--- config.mk ---
export PLATFORM = sky130hd
export DESIGN_NAME = pmt_scheduler
export DESIGN_NICKNAME = d
export VERILOG_FILES = /design/src/rtl/pmt_sched_pkg.sv /design/src/rtl/pmt_ack_sync.sv /design/src/rtl/pmt_scheduler.sv
export SDC_FILE = /design/constraint.sdc
export NUM_CORES = 1
export LEC_CHECK = 0
export BUFFER_PORTS_ARGS = -buffer_cell sky130_fd_sc_hd__buf_2
export CAP_MARGIN = 20
export CORE_MARGIN = 2
export CORE_UTILIZATION = 45
export CTS_CLUSTER_SIZE = 28
export DETAILED_ROUTE_END_ITERATION = 8
export PLACE_DENSITY_LB_ADDON = 0.25
export SYNTH_ARGS = -nofsm -noshare
export SYNTH_HDL_FRONTEND = slang
export SYNTH_SLANG_ARGS = --single-unit
--- constraint.sdc ---
create_clock -name clk -period 1.8 [get_ports clk]
set_input_delay 0.36 -clock clk [delete_from_list [all_inputs] [get_ports clk]]
set_output_delay 0.36 -clock clk [all_outputs]
set_load 0.1 [all_outputs]
--- src/rtl/pmt_sched_pkg.sv ---
// pmt_sched_pkg
// Shared definitions for the pmt permit scheduler:
//   - pmt_state_e     : scheduler FSM states
//   - PMT_SCHED_CNT_W : width of the permit-hold cycle counter
//   - pmt_gnt_w()     : width of the grant index for a given requester count
package pmt_sched_pkg;

  typedef enum logic [1:0] {
    IDLE    = 2'd0,
    GRANT   = 2'd1,
    RELEASE = 2'd2
  } pmt_state_e;

  localparam int PMT_SCHED_CNT_W = 16;

  // Index width for n requesters; never below one bit.
  function automatic int pmt_gnt_w(input int n);
    return (n > 1) ? $clog2(n) : 1;
  endfunction

endpackage

--- src/rtl/pmt_ack_sync.sv ---
// pmt_ack_sync
// Brings one asynchronous 2-phase completion toggle into the clk domain and
// turns each edge of it into a single-cycle done pulse.
// Ports:
//   clk    : clock
//   rst    : asynchronous active-low reset (chain and phase restart at 0)
//   i_tgl  : asynchronous toggle from the pipeline stage
//   o_done : registered one-cycle pulse, SYNC_STAGES+1 edges after a toggle
module pmt_ack_sync
  import pmt_sched_pkg::*;
#(
  parameter int SYNC_STAGES = 2
) (
  input  logic clk,
  input  logic rst,
  input  logic i_tgl,
  output logic o_done
);

  logic [SYNC_STAGES-1:0] sync_q, sync_d;
  logic                   phase_q, phase_d;
  logic                   done_q, done_d;

  // The phase register simply trails the synchronized level by one cycle,
  // so any difference between the two marks exactly one toggle.
  always_comb begin
    sync_d  = {sync_q[SYNC_STAGES-2:0], i_tgl};
    phase_d = sync_q[SYNC_STAGES-1];
    done_d  = sync_q[SYNC_STAGES-1] ^ phase_q;
  end

  always_ff @(posedge clk or negedge rst) begin
    if (!rst) begin
      sync_q  <= '0;
      phase_q <= 1'b0;
      done_q  <= 1'b0;
    end else begin
      sync_q  <= sync_d;
      phase_q <= phase_d;
      done_q  <= done_d;
    end
  end

  assign o_done = done_q;

endmodule

--- src/rtl/pmt_scheduler.sv ---
// pmt_scheduler
// Round-robin permit scheduler for N pmt-gated click FIFO stages sharing one
// downstream resource. One o_pmt line is raised at a time and held until the
// granted stage reports a completed transfer on its 2-phase ack toggle, then
// the permit is dropped for one guard cycle before the next arbitration.
//
// Optional feature: define PMT_SCHED_TIMEOUT_EN to add the permit-hold
// counter that aborts a permit after TIMEOUT cycles and pulses o_timeout.
// Without it GRANT waits indefinitely and o_timeout is constant 0.
//
// Ports:
//   clk        : clock, all state on the rising edge
//   rst        : asynchronous active-low reset
//   i_req      : [N] synchronous level request per stage
//   i_ack_tgl  : [N] asynchronous 2-phase completion toggle per stage
//   o_pmt      : [N] registered one-hot-or-zero permit
//   o_gnt_id   : index of current/last grant
//   o_busy     : high in GRANT or RELEASE
//   o_timeout  : one-cycle pulse when a permit is aborted
//   o_spurious : one-cycle pulse on a completion from a non-granted line
module pmt_scheduler
  import pmt_sched_pkg::*;
#(
  parameter int          N           = 4,
  parameter int unsigned TIMEOUT     = 255,
  parameter int          SYNC_STAGES = 2
) (
  input  logic                      clk,
  input  logic                      rst,
  input  logic [N-1:0]              i_req,
  input  logic [N-1:0]              i_ack_tgl,
  output logic [N-1:0]              o_pmt,
  output logic [pmt_gnt_w(N)-1:0]   o_gnt_id,
  output logic                      o_busy,
  output logic                      o_timeout,
  output logic                      o_spurious
);

  localparam int GW = pmt_gnt_w(N);
  localparam logic [N-1:0] PMT_ONE = {{(N-1){1'b0}}, 1'b1};

  pmt_state_e      state_q, state_d;
  logic [GW-1:0]   ptr_q, ptr_d;
  logic [GW-1:0]   gnt_id_q, gnt_id_d;
  logic [N-1:0]    pmt_q, pmt_d;

  logic [N-1:0]    done;
  logic [N-1:0]    grant_mask;
  logic            done_g;
  logic            to_hit;

  // ---------------------------------------------------------------------
  // Per-stage ack synchronizers
  // ---------------------------------------------------------------------
  for (genvar gi = 0; gi < N; gi++) begin : g_ack
    pmt_ack_sync #(
      .SYNC_STAGES(SYNC_STAGES)
    ) u_ack_sync (
      .clk   (clk),
      .rst   (rst),
      .i_tgl (i_ack_tgl[gi]),
      .o_done(done[gi])
    );
  end

  // ---------------------------------------------------------------------
  // Round-robin pick: rotate the requests so ptr sits at bit 0, then take
  // the lowest set bit and map it back to an absolute index.
  // ---------------------------------------------------------------------
  logic [N-1:0]  req_rot;
  logic          pick_valid;
  logic [GW-1:0] pick_id;

  always_comb begin
    req_rot    = N'({i_req, i_req} >> ptr_q);
    pick_valid = |req_rot;
    pick_id    = '0;
    // Walk downward so the lowest set offset is the one that sticks.
    for (int k = N - 1; k >= 0; k--) begin
      if (req_rot[k]) begin
        pick_id = GW'((int'(ptr_q) + k) % N);
      end
    end
  end

  // Only the granted line may complete; pmt_q is already its one-hot mask.
  assign grant_mask = (state_q == GRANT) ? pmt_q : '0;
  assign done_g     = |(done & grant_mask);
  assign o_spurious = |(done & ~grant_mask);

  // ---------------------------------------------------------------------
  // Optional permit-hold timeout
  // ---------------------------------------------------------------------
`ifdef PMT_SCHED_TIMEOUT_EN
  localparam logic [PMT_SCHED_CNT_W-1:0] TO_LAST = PMT_SCHED_CNT_W'(TIMEOUT - 1);

  logic [PMT_SCHED_CNT_W-1:0] cnt_q, cnt_d;

  // cnt_q is 0 in the first GRANT cycle, so hitting TO_LAST marks the
  // TIMEOUT-th cycle with the permit high.
  always_comb begin
    cnt_d = '0;
    if (state_q == GRANT) begin
      cnt_d = cnt_q + PMT_SCHED_CNT_W'(1);
    end
  end

  always_ff @(posedge clk or negedge rst) begin
    if (!rst) begin
      cnt_q <= '0;
    end else begin
      cnt_q <= cnt_d;
    end
  end

  assign to_hit = (state_q == GRANT) && (cnt_q == TO_LAST);
`else
  // TIMEOUT only matters when the counter exists.
  assign to_hit = (TIMEOUT == 0) && 1'b0;
`endif

  // Completion in the same cycle as expiry wins: no abort pulse.
  assign o_timeout = to_hit && !done_g;

  // ---------------------------------------------------------------------
  // FSM
  // ---------------------------------------------------------------------
  always_comb begin
    state_d  = state_q;
    ptr_d    = ptr_q;
    gnt_id_d = gnt_id_q;
    pmt_d    = pmt_q;
    case (state_q)
      IDLE: begin
        pmt_d = '0;
        if (pick_valid) begin
          state_d  = GRANT;
          gnt_id_d = pick_id;
          pmt_d    = PMT_ONE << pick_id;
        end
      end
      GRANT: begin
        // A falling i_req does not revoke; only completion or expiry ends it.
        if (done_g || to_hit) begin
          state_d = RELEASE;
          pmt_d   = '0;
        end
      end
      RELEASE: begin
        state_d = IDLE;
        pmt_d   = '0;
        ptr_d   = (gnt_id_q == GW'(N - 1)) ? '0 : gnt_id_q + GW'(1);
      end
      default: begin
        state_d = IDLE;
        pmt_d   = '0;
      end
    endcase
  end

  always_ff @(posedge clk or negedge rst) begin
    if (!rst) begin
      state_q  <= IDLE;
      ptr_q    <= '0;
      gnt_id_q <= '0;
      pmt_q    <= '0;
    end else begin
      state_q  <= state_d;
      ptr_q    <= ptr_d;
      gnt_id_q <= gnt_id_d;
      pmt_q    <= pmt_d;
    end
  end

  assign o_pmt    = pmt_q;
  assign o_gnt_id = gnt_id_q;
  assign o_busy   = (state_q == GRANT) || (state_q == RELEASE);

endmodule

==> metrics.csv <==
stage,metric,value,unit
global_routing,grtUsageMet2,24.0,%
pwr,ir_drop,0.00172,V
timing,finalMaxSlewViolations,0,
synthesis,yosysSeqAreaShare,60.0,%
pwr,p_comb_share,51.6,%
global_routing,met3_usage,2.54,%
timing,period_needed,1.75,ns
global_routing,gr-usage-all-layers,14.1,%
job,cap_violations,0,
drt,wire_per_inst,12.2,um
pwr,power.share.clock,15.4,%
critical_path,cp-endpoint,o_spurious,
clocking,clk_pin_slew,0.13,ns
global_routing,grt_pass1_vias,673,
clocking,cts_tree,built,
final_layout,ff_latch_area,661,um^2
synthesis,ys_types,28,
timing,slew_headroom,59.6,%
place,routabilityCongestion,0.730,
floorplan,std_cell_rows,17,
critical_path,path_cells,"ha_1, o21ai_2, buf_12",
pwr,power.density,1930,mW/mm^2
synthesis,synth_nets,103,
global_routing,overflow,0,
synthesis,ys_ff_latch,26,
pwr,intPower,0.00135,W
place,port_buffers,17,
critical_path,cp.depth,3,
final_layout,fin_nets,124,
critical_path,cpMaxStageDelayCell,dfrtp_1,
timing,hold_ws,0.00616,ns
timing,period_share,97.2,%
critical_path,crit_path_end_kind,primary output,
timing,layout_setup_ws,0.0497,ns
timing,hold_violations,0,
synthesis,synth.area.top_cells,"dfrtp_1, ha_1, nand2_1",
critical_path,required,1.44,ns
timing,skew,0.00476,ns
final_layout,multiInputGateArea,403,um^2
final_layout,n_fill_cell,198,
critical_path,slowest_delay,0.43,ns
synthesis,avgSynthCellArea,12.3,um^2
pwr,leakage,0.608,nW
drt,postRouteAntennaNets,0,
final_layout,drive_gt1_share,35.2,%
drt,drtIter0Drc,15,
critical_path,worstReg2RegStart,state_q[0]$_DFFE_PN0P_,
final_layout,finalNonFillerCells,136,
global_routing,grt_util_met1,16.9,%
synthesis,netlist_area,0.00108,mm^2
clocking,htreeDepth,1,
clocking,clk_latency,0.31,ns
outcome,status,"finished, final reports clean",
floorplan,die_y,53.1,um
clocking,cts_buffers,3,
floorplan,initial_core_util,48.1,%
synthesis,yosysMostFrequentCell,dfrtp_1,
drt,wl,1660,um
timing,fmax,571,MHz
place,hpwl,1240,um
timing,rsz0062_at_grt,yes,
global_routing,grt_antenna_before_repair,0,
critical_path,regToRegEndpoint,o_pmt[3]$_DFFE_PN0P_,
critical_path,rr_worst_depth,5,
global_routing,grt_max_degree,27,
global_routing,grt_pass1_wl,2820,um
floorplan,dieArea,0.00282,mm^2
critical_path,critical_path_buf_inv_count,1,
synthesis,synth_top_area_cell,dfrtp_1,
critical_path,crit_family,flip-flops,
drt,avgViaCountPerCell,4.99,
clocking,cts_sinks,26,
synthesis,yosysTopAreaCellShare,60.0,%
floorplan,die_w,53.1,um
pwr,p_sw_share,46.6,%
timing,setup-violations-final,0,
critical_path,worst_ep_arrival_time,1.39,ns
synthesis,synth_edf_count,0,
place,dp_slack,0.0672,ns
critical_path,cp-start-kind,flop,
place,post-place-cells,131,
drt,num_vias,679,
drt,dr.pass1.iters,4,
final_layout,diodes,0,
critical_path,startpoint,state_q[0]$_DFFE_PN0P_,
critical_path,rrSetupSlack,0.07,ns
critical_path,worstSetupPathType,reg2out,
pwr,p_seq_share,33.0,%
clocking,clock_tree.root_cell,clkbuf_4,
floorplan,io_pins,19,
final_layout,syn_to_final_growth,20.5,%
drt,drc,0,
timing,worstMarginPinSlew,0.601,ns
hold_path,hold_class,in2async,
synthesis,synth_common_cells,"dfrtp_1, nand2_1, inv_1",
synthesis,yosysWarningCount,0,
global_routing,grt.busiest_layer,met2,
synthesis,postSynthCellCount,88,
critical_path,crit_fanout,3,
synthesis,async_flop_share,100,%
pwr,switching_power,0.00118,W
synthesis,ys_dominant_reg_cell,dfrtp_1,
floorplan,coreArea,0.00225,mm^2
clocking,clockBufferDepth,2,
[power by group through the flow]
stage               sequential [W]  clock (W)  combinational [W]
floorplan                  0.00118          0           0.000666
global placement          0.000833          0            0.00126
detailed placement        0.000848          0            0.00127
CTS                       0.000834   0.000400            0.00128
global route              0.000849   0.000430            0.00139
finish                    0.000833   0.000388            0.00130
[cells by family after synthesis]
logic type               after synthesis  synth area share, %
flip-flops                            26                 60.0
AO/OA/AOI/OAI                         20                 13.1
AND/OR/NAND/NOR                       19                 9.92
buffers and inverters                 10                 4.61
adder cells (fa/ha/maj)                5                 5.77
XOR/XNOR                               4                 3.23
multiplexers                           3                 3.00
other                                  1                0.346
[cell type report]
type	count	share of cell area, %
Sequential cell	26	50.5
Clock buffer	3	1.72
Clock inverter	1	2.30
Timing Repair Buffer	19	9.95
Inverter	7	2.01
Multi-Input combinational cell	52	30.8
Tap cell	28	2.68
[worst reg2reg max path, delay by kind of cell, from the launching register on]
kind	cells	cell delay, ns
buf+inv	1	0.10
compound gates	1	0.25
flops	1	0.43
fa+ha+maj	1	0.23
simple gates	2	0.63
[sequential cells by signal (all words and copies together), names as in the netlist]
signal / count
g_ack.u_ack_sync.o_done: 4
g_ack.u_ack_sync.phase_q: 4
g_ack.u_ack_sync.sync_q: 8
o_gnt_id: 2
o_pmt: 4
ptr_q: 2
state_q: 2
[how the worst min path moves through the flow]
stage / start / endpoint / slack [ns] / depth (start not counted)
6_report: rst / o_pmt[3]$_DFFE_PN0P_ / 0.006 / 1
5_1_grt: rst / g_ack[2].u_ack_sync.o_done$_DFF_PN0_ / 0.03 / 1
4_1_cts: rst / o_pmt[3]$_DFFE_PN0P_ / 0.02 / 1
3_5_place_dp: g_ack[1].u_ack_sync.sync_q[0]$_DFF_PN0_ / g_ack[1].u_ack_sync.sync_q[1]$_DFF_PN0_ / 0.34 / 0
3_3_place_gp: g_ack[3].u_ack_sync.sync_q[0]$_DFF_PN0_ / g_ack[3].u_ack_sync.sync_q[1]$_DFF_PN0_ / 0.33 / 0
2_1_floorplan: rst / g_ack[0].u_ack_sync.o_done$_DFF_PN0_ / 0.06 / 0
[what timing repair did]
action                     4_1_cts  5_1_grt
hold buffers                     0        0
buffers inserted                 0        1
gates resized for setup          0        3
setup endpoints to repair        0        3
[layout by cell type, fill, tap and decap left out, types with 2 or more instances in the layout]
master / netlist / routed
dfrtp_4: 0 / 2
ha_1: 5 / 4
dfrtp_1: 26 / 22
nand2_1: 10 / 10
o31ai_2: 2 / 2
inv_1: 7 / 7
mux2_2: 2 / 2
o31ai_1: 3 / 3
buf_2: 1 / 15
clkbuf_4: 0 / 3
o22ai_1: 2 / 2
buf_12: 0 / 2
a21oi_1: 4 / 4
o21ai_0: 4 / 3
o21a_1: 2 / 2
dfrtp_2: 0 / 2
buf_4: 1 / 2
xor2_1: 4 / 4
[per-layer routing]
layer	up-vias	part of all wire, %
met4	0	1.1
met3	2	3.9
li1	341	-
met1	317	44
met2	19	51
met5	-	0
[per-stage QoR]
| step | utilization, % | instance area [um^2] | setup TNS (ns) | total power, W |
|---|---|---|---|---|
| floorplan | - | 1100 | 0 | 0.00184 |
| global placement | 54.7 | 1230 | 0 | 0.00209 |
| detailed placement | 54.7 | 1230 | 0 | 0.00212 |
| CTS | 57.0 | 1280 | 0 | 0.00251 |
| global route | 58.0 | 1310 | -0.0636 | 0.00267 |
| finish | 58.0 | 1310 | 0 | 0.00252 |
No activity file was read; power rests on OpenSTA's default activity.
